### config.mk
export PLATFORM = sky130hd
export DESIGN_NAME = hazard_forward_ctrl
export DESIGN_NICKNAME = d
export VERILOG_FILES = /design/src/rtl/hazard_forward_ctrl.sv
export SDC_FILE = /design/constraint.sdc
export NUM_CORES = 1
export LEC_CHECK = 0
export CAP_MARGIN = 10
export CORE_ASPECT_RATIO = 0.75
export CORE_MARGIN = 1
export CORE_UTILIZATION = 52
export CTS_CLUSTER_DIAMETER = 80
export CTS_CLUSTER_SIZE = 8
export DETAILED_ROUTE_END_ITERATION = 12
export PLACE_DENSITY = 0.77
export SYNTH_ARGS = -nofsm -noshare
export SYNTH_HDL_FRONTEND = slang
export SYNTH_SLANG_ARGS = --single-unit
### constraint.sdc
create_clock -name clk -period 2.4 [get_ports clk]
set_clock_uncertainty 0.15 [all_clocks]
set_input_delay 0.48 -clock clk [delete_from_list [all_inputs] [get_ports clk]]
set_output_delay 0.48 -clock clk [all_outputs]
set_load 0.005 [all_outputs]
### src/rtl/hazard_forward_ctrl.sv
// Hazard and forwarding controller for the 5-stage RV32I pipeline.
// Tracks EX/MEM/WB destination info locally to drive forwarding selects, stalls, flushes and freezes.
module hazard_forward_ctrl #(
    parameter int REG_ADDR_W = 5,
    parameter int CNT_W      = 32
) (
    input  logic                  clk,
    input  logic                  rst_n,
    input  logic                  id_valid,
    input  logic [REG_ADDR_W-1:0] id_rs1,
    input  logic [REG_ADDR_W-1:0] id_rs2,
    input  logic [REG_ADDR_W-1:0] id_rd,
    input  logic                  id_reg_write,
    input  logic                  id_mem_read,
    input  logic                  ex_branch_taken,
    input  logic                  mem_ready,
    output logic [1:0]            fwd_a_sel,
    output logic [1:0]            fwd_b_sel,
    output logic                  pc_en,
    output logic                  ifid_en,
    output logic                  ifid_flush,
    output logic                  idex_bubble,
    output logic                  pipe_en,
    output logic [CNT_W-1:0]      stall_count
);

    logic                  ex_valid_q, ex_valid_d;
    logic [REG_ADDR_W-1:0] ex_rs1_q, ex_rs1_d;
    logic [REG_ADDR_W-1:0] ex_rs2_q, ex_rs2_d;
    logic [REG_ADDR_W-1:0] ex_rd_q, ex_rd_d;
    logic                  ex_rw_q, ex_rw_d;
    logic                  ex_mr_q, ex_mr_d;
    logic                  mem_valid_q, mem_valid_d;
    logic [REG_ADDR_W-1:0] mem_rd_q, mem_rd_d;
    logic                  mem_rw_q, mem_rw_d;
    logic                  mem_mr_q, mem_mr_d;
    logic                  wb_valid_q, wb_valid_d;
    logic [REG_ADDR_W-1:0] wb_rd_q, wb_rd_d;
    logic                  wb_rw_q, wb_rw_d;
    logic [CNT_W-1:0]      stall_count_q, stall_count_d;

    logic load_use;
    logic freeze;
    logic flush;

    function automatic logic [1:0] fwd_sel(
        input logic [REG_ADDR_W-1:0] rs,
        input logic                  exv,
        input logic                  mv,
        input logic                  mrw,
        input logic                  mmr,
        input logic [REG_ADDR_W-1:0] mrd,
        input logic                  wv,
        input logic                  wrw,
        input logic [REG_ADDR_W-1:0] wrd
    );
        if (!exv || rs == '0)                       return 2'b00;
        else if (mv && mrw && !mmr && mrd == rs)    return 2'b01;
        else if (wv && wrw && wrd == rs)            return 2'b10;
        else                                        return 2'b00;
    endfunction

    // rst_n gates freeze/flush so every output takes its reset value as soon as reset asserts
    assign freeze   = rst_n & !mem_ready;
    assign flush    = rst_n & ex_branch_taken;
    assign load_use = ex_valid_q & ex_mr_q & (ex_rd_q != '0) & id_valid &
                      ((ex_rd_q == id_rs1) | (ex_rd_q == id_rs2));

    always_comb begin
        pc_en       = 1'b1;
        ifid_en     = 1'b1;
        ifid_flush  = 1'b0;
        idex_bubble = 1'b0;
        pipe_en     = 1'b1;
        if (freeze) begin
            pc_en   = 1'b0;
            ifid_en = 1'b0;
            pipe_en = 1'b0;
        end else if (flush) begin
            ifid_flush  = 1'b1;
            idex_bubble = 1'b1;
        end else if (load_use) begin
            pc_en       = 1'b0;
            ifid_en     = 1'b0;
            idex_bubble = 1'b1;
        end

        fwd_a_sel = fwd_sel(ex_rs1_q, ex_valid_q, mem_valid_q, mem_rw_q, mem_mr_q, mem_rd_q,
                            wb_valid_q, wb_rw_q, wb_rd_q);
        fwd_b_sel = fwd_sel(ex_rs2_q, ex_valid_q, mem_valid_q, mem_rw_q, mem_mr_q, mem_rd_q,
                            wb_valid_q, wb_rw_q, wb_rd_q);
    end

    always_comb begin
        ex_valid_d    = ex_valid_q;
        ex_rs1_d      = ex_rs1_q;
        ex_rs2_d      = ex_rs2_q;
        ex_rd_d       = ex_rd_q;
        ex_rw_d       = ex_rw_q;
        ex_mr_d       = ex_mr_q;
        mem_valid_d   = mem_valid_q;
        mem_rd_d      = mem_rd_q;
        mem_rw_d      = mem_rw_q;
        mem_mr_d      = mem_mr_q;
        wb_valid_d    = wb_valid_q;
        wb_rd_d       = wb_rd_q;
        wb_rw_d       = wb_rw_q;
        stall_count_d = stall_count_q;
        if (pipe_en) begin
            ex_valid_d  = id_valid & !idex_bubble;
            ex_rs1_d    = id_rs1;
            ex_rs2_d    = id_rs2;
            ex_rd_d     = id_rd;
            ex_rw_d     = id_reg_write;
            ex_mr_d     = id_mem_read;
            mem_valid_d = ex_valid_q;
            mem_rd_d    = ex_rd_q;
            mem_rw_d    = ex_rw_q;
            mem_mr_d    = ex_mr_q;
            wb_valid_d  = mem_valid_q;
            wb_rd_d     = mem_rd_q;
            wb_rw_d     = mem_rw_q;
        end
        if (!freeze && !flush && load_use && stall_count_q != '1)
            stall_count_d = stall_count_q + 1'b1;
    end

    always_ff @(posedge clk or negedge rst_n) begin
        if (!rst_n) begin
            ex_valid_q    <= 1'b0;
            ex_rs1_q      <= '0;
            ex_rs2_q      <= '0;
            ex_rd_q       <= '0;
            ex_rw_q       <= 1'b0;
            ex_mr_q       <= 1'b0;
            mem_valid_q   <= 1'b0;
            mem_rd_q      <= '0;
            mem_rw_q      <= 1'b0;
            mem_mr_q      <= 1'b0;
            wb_valid_q    <= 1'b0;
            wb_rd_q       <= '0;
            wb_rw_q       <= 1'b0;
            stall_count_q <= '0;
        end else begin
            ex_valid_q    <= ex_valid_d;
            ex_rs1_q      <= ex_rs1_d;
            ex_rs2_q      <= ex_rs2_d;
            ex_rd_q       <= ex_rd_d;
            ex_rw_q       <= ex_rw_d;
            ex_mr_q       <= ex_mr_d;
            mem_valid_q   <= mem_valid_d;
            mem_rd_q      <= mem_rd_d;
            mem_rw_q      <= mem_rw_d;
            mem_mr_q      <= mem_mr_d;
            wb_valid_q    <= wb_valid_d;
            wb_rd_q       <= wb_rd_d;
            wb_rw_q       <= wb_rw_d;
            stall_count_q <= stall_count_d;
        end
    end

    assign stall_count = stall_count_q;

endmodule

======== After elaboration in Yosys (flattened, before gate mapping) ========
Cells that the tools add are included.
cells by class
  add/sub/neg operators ................... 1
  equality and inequality tests ........... 7
  mux-type cells .......................... 15
  bitwise operators ....................... 8
  reductions and logical operators ........ 21
operator list
  cell                   count
  $add 32x1->32 const B  1
  $ne 32x32->1 const B   1
  $eq 5x5->1             6
  $mux 2                 6
  $logic_and 1x1->1      10
  $logic_not 5->1        2
  $mux 1                 9
  $and 1x1->1            7
  $logic_not 1->1        6
  $reduce_bool 5->1      1
  $logic_or 1x1->1       2
  $or 1x1->1             1
word-level totals
  flip-flop bits (word level) ............. 65
  output and inout port bits .............. 41
  logic and storage cells ................. 66

======== Logic depth before layout (Yosys ltp) ========
Gate-level depths: netlist (run 1).
  word-level depth ........................ 9
  mapped depth ............................ 8
  gate-level depth less buffers ........... 6

======== Worst setup path after synthesis (run 1) ========
Ideal clock, no wire load.
  path type ............................... input-to-output
  start point ............................. input port id_rs1[2]
  end point ............................... output port pc_en
  arrival time ............................ 1637 ps
  required time ........................... 1770 ps
  slack ................................... 133 ps
  stages .................................. 6
  path buffers ............................ 1
  path through ............................ xor2_1 -> nor3_1 -> a22oi_1 -> nor4b_1 -> a21oi_1 -> buf_4
on the way
  word-level cells in the longest chain between the ends .. 6
ends and longest elaborated chain
  what                  RTL line  RTL
  start, declared       10        input logic [REG_ADDR_W-1:0] id_rs1,
  $eq 5x5->1            67        ((ex_rd_q == id_rs1) | (ex_rd_q == id_rs2));
  $or 1x1->1            67
  $and 1x1->1           66        assign load_use = ex_valid_q & ex_mr_q & (ex_rd_q != '0) & id_valid &
  $mux 1 (3 in series)  -
  end, declared         19        output logic pc_en,
Every way passes these cells.

======== Worst setup path in the final report (run 1) ========
  start point ............................. register ex_rd_q[3]
  end point ............................... output port ifid_en
on the way
  word-level cells in the longest chain between the ends .. 7
  elaborated cells between the ends (all ways) .. 10
  those cells by class .................... eq/ne: 2; mux: 3; bitwise: 4; reduce/logical: 1
ends and longest elaborated chain
  what                       RTL line  RTL
  start, declared            30        logic [REG_ADDR_W-1:0] ex_rd_q, ex_rd_d;
  start signal, assigned     148       ex_rd_q <= ex_rd_d;
  $reduce_bool 5->1          66
  $and 1x1->1 (2 in series)  66
  $and 1x1->1 *              66
  $mux 1 *                   82        end else if (load_use) begin
  $mux 1 *                   79        end else if (flush) begin
  $mux 1 *                   75        if (freeze) begin
  end, declared              20        output logic ifid_en,
Mark *: on every way between the ends. The rest lies on a longest branch, timed or not.

==> results by group, run 1 <==
Outcome
  • Run status: finished, violations left
  • Failing checks: negative setup slack

Global route
  • GRT Overall Usage: 27.3%
  • Vias in the first global route: 2,827
  • Antenna violations before repair: 0
  • Largest net degree at the start of global routing: 56
  • Grt ovf: 0
  • Global-route wire length before repair: 13,900 microns

Pwr
  • Overall power: 2.62 mW
  • Psw: 690 uW
  • Combinational power share: 13.7%
  • Switching fraction of total power: 26.3%
  • Max VDD drop: 0.000382 V
  • Seq pwr share: 47.4%
  • Leakage power: 2.27 nW
  • Power per cell area: 539 nW/um^2
  • Clock network fraction of total power: 38.9%
  • Cell-internal power: 1.93 mW

Synth
  • Seq/Total Area, Yosys: 48.9%
  • Largest area contributor in the netlist: dfrtp_1
  • Post-synthesis cell area: 3320 sq um
  • Syn nets: 376
  • Netlist cell types: 38
  • Gate Count Post-Synth: 353
  • Post-synth top flop: dfrtp_1
  • Share of the synthesized area in the top cell type: 48.9%
  • Async SR Flop Fraction: 100%
  • Synth Register Bits: 65
  • Yosys warnings: 0
  • Post-synth EDFFs: 0
  • Mean Syn Cell Area: 9.42 sq um
  • Commonest cells post-synth: 107 x nand2_1, 65 x dfrtp_1, 36 x xnor2_1, 24 x xor2_1, 20 x nand3_1
  • Count leader, synth: nand2_1
  • Ranking of synthesized cells by area: dfrtp_1 49%, nand2_1 12%, xnor2_1 9.5%

Detailed routing
  • DR WL/cell: 16.7 microns
  • Initial drt markers: 262
  • Top Metal Used: met4
  • 1st-pass router iterations: 5
  • Met2 Routed Length: 4120 microns
  • Metal3 WL: 599 microns
  • # DRC: 0
  • WL final: 9070 microns
  • Vias per std cell: 5.50
  • ANT nets after route: 0
  • Met1 wire length: 4210 microns
  • Via count: 2,983

Clock network
  • CTS tree: done
  • Clock Pin Slew Worst Setup and Hold Paths: 0.08 ns
  • CTS root buffer: clkbuf_8
  • CTS buffer count: 9
  • Clock Latency Late Sink: 0.35 ns
  • Num Clock Sinks: 65
  • CTS H-tree depth: 3
  • Clock buffer depth: 2

Placement
  • Placer congestion estimate: 0.866
  • Area after DPL: 4180 sq um
  • Count of buffers from port buffering: 62
  • Final HPWL DP: 5660 microns
  • Worst slack, placed: -0.783 ns
  • DP Cell Count: 505

Timing
  • Slew @ Worst Pin: 0.681 ns
  • Fmax: 377 MHz
  • RSZ-0062 raised after global routing: yes
  • Final min period: 2.65 ns
  • Fin worst setup slack: -0.253 ns
  • Tcrit/Tclk final: 111%
  • Final hold slack: 0.160 ns
  • Slew Viols, Final: 0
  • Relative slew slack: 54.6%
  • Setup TNS: -1.26 ns
  • Final setup violation count: 17
  • Final hold viol count: 0

Cells and area
  • Nets: 482
  • Final Non-Filler Cells: 542
  • Layout Utilization: 81.3%
  • Ant diodes: 0
  • Fillers: 359
  • Fin area: 4860 sq um
  • Area Overhead vs Synth: 46.1%
  • Share of layout cells above drive strength 1: 28.0%

Setup path
  • Crit-path max cell delay: 0.46 ns
  • Nature of the critical path startpoint: flop
  • Slowest stage cell on the critical path: dfrtp_2
  • FF-to-FF path depth: 10
  • Crit path DAT: 2.02 ns
  • Critical path type: flop to primary output
  • Worst Path Max Fanout: 4
  • Worst path cell trace: buf_6 > xor2_1 > nor2_1 > a22oi_2 > nor4b_4 > buf_4 > a21oi_2 > buf_2
  • Critical path required time: 1.77 ns
  • CP endpoint kind: primary output

Floorplan
  • Die X: 94.3 microns
  • Core ar.: 5980 sq um
  • Ports: 63
  • Die ar.: 6720 sq um
  • Initial Util: 55.6%
  • Die span in y: 71.2 microns
  • Number of cell rows: 24

Flow run
  • # Max-Cap Violations: 0

Worst hold path
  • Worst min-delay path category: primary input to async pin
==> routing by layer <==
layer  vias up  GRT usage (%)
met5         -              0
met4         0           9.06
met3        15           7.01
met2       110           39.5
met1      1469           40.2
li1       1389              -
==> cells by family after synthesis <==
family | Yosys count | synth area share [%]
DFF | 65 | 48.9
AOI/OAI and AO/OA | 7 | 1.13
xor gates and xnor gates | 60 | 15.8
buffers and inverters | 18 | 2.52
and+or+nand+nor | 200 | 30.6
muxes | 2 | 0.677
adders and majority gates | 1 | 0.376
==> what timing repair did <==
item                                    CTS  global route
buffers inserted                         17             8
pin swaps                                20            27
hold endpoints to repair                 10             0
resized for setup                        64            41
cloned                                    0             2
hold buffers                              1             0
endpoints found under the setup margin   16            39
==> flip-flops by register name (all words and copies together) (netlist names), 5 cells and up <==
register	flops
ex_rd_q	5
ex_rs1_q	5
ex_rs2_q	5
mem_rd_q	5
stall_count	32
wb_rd_q	5
==> power by group through the flow <==
| stage | Clock (mW) | Combinational (mW) | Sequential, mW |
|---|---|---|---|
| 6_report | 1.02 | 0.359 | 1.24 |
| 5_1_grt | 1.09 | 0.398 | 1.25 |
| 4_1_cts | 1.03 | 0.331 | 1.24 |
| 3_5_place_dp | 0 | 0.286 | 1.26 |
| 3_3_place_gp | 0 | 0.280 | 1.25 |
| 2_1_floorplan | 0 | 0.154 | 1.24 |
==> area by class of cell <==
cell class | instances | area, sq um | share of cell area, %
Timing Repair Buffer | 108 | 982 | 20.2
Multi-Input combinational cell | 270 | 1900 | 39.2
Tap cell | 78 | 97.6 | 2.01
Clock inverter | 7 | 95.1 | 1.96
Sequential cell | 65 | 1640 | 33.7
Inverter | 5 | 18.8 | 0.386
Clock buffer | 9 | 124 | 2.55
==> final timing paths <==
path,slack (ns),to,startpoint
worst max-delay path,-0.25,ifid_en,ex_rd_q[3]
worst min-delay path,0.16,ex_rd_q[0],rst_n
worst max register to register,-0.10,stall_count[7],ex_rd_q[3]
worst min register to register,0.32,mem_mr_q,mem_mr_q
max in group asynchronous,1.18,stall_count[4],rst_n
min in group clk,0.32,mem_mr_q,mem_mr_q
==> cells in the final DEF (no fill, tap or decap), types with 3 or more instances in the layout <==
cell type,n
and3_1,9
and3_2,6
buf_2,7
buf_4,34
buf_6,9
clkbuf_8,9
clkdlybuf4s50_1,46
dfrtp_1,57
dfrtp_2,8
dlygate4sd2_1,8
inv_1,5
nand2_1,106
nand3_1,12
nand3_2,4
nand3_4,5
nand4_1,14
nor2_1,11
nor3b_2,3
or4_4,3
xnor2_1,31
xnor2_2,5
xor2_1,24
==> worst max-delay path: cells and delay by family, from the launching register on <==
kind / cells / cell delay, ns
AO/OA/AOI/OAI: 2 / 0.16
XOR/XNOR: 1 / 0.15
buffers and inverters: 3 / 0.43
flip-flops: 1 / 0.46
AND/OR/NAND/NOR: 2 / 0.48
Power figures use the tool's default switching activity.
==> run 2: changes to the inputs <==
HOLD_SLACK_MARGIN = 0.06   (was default)
==> results of run 2 <==
Final layout, timing and power as in run 1 (identical DEF).
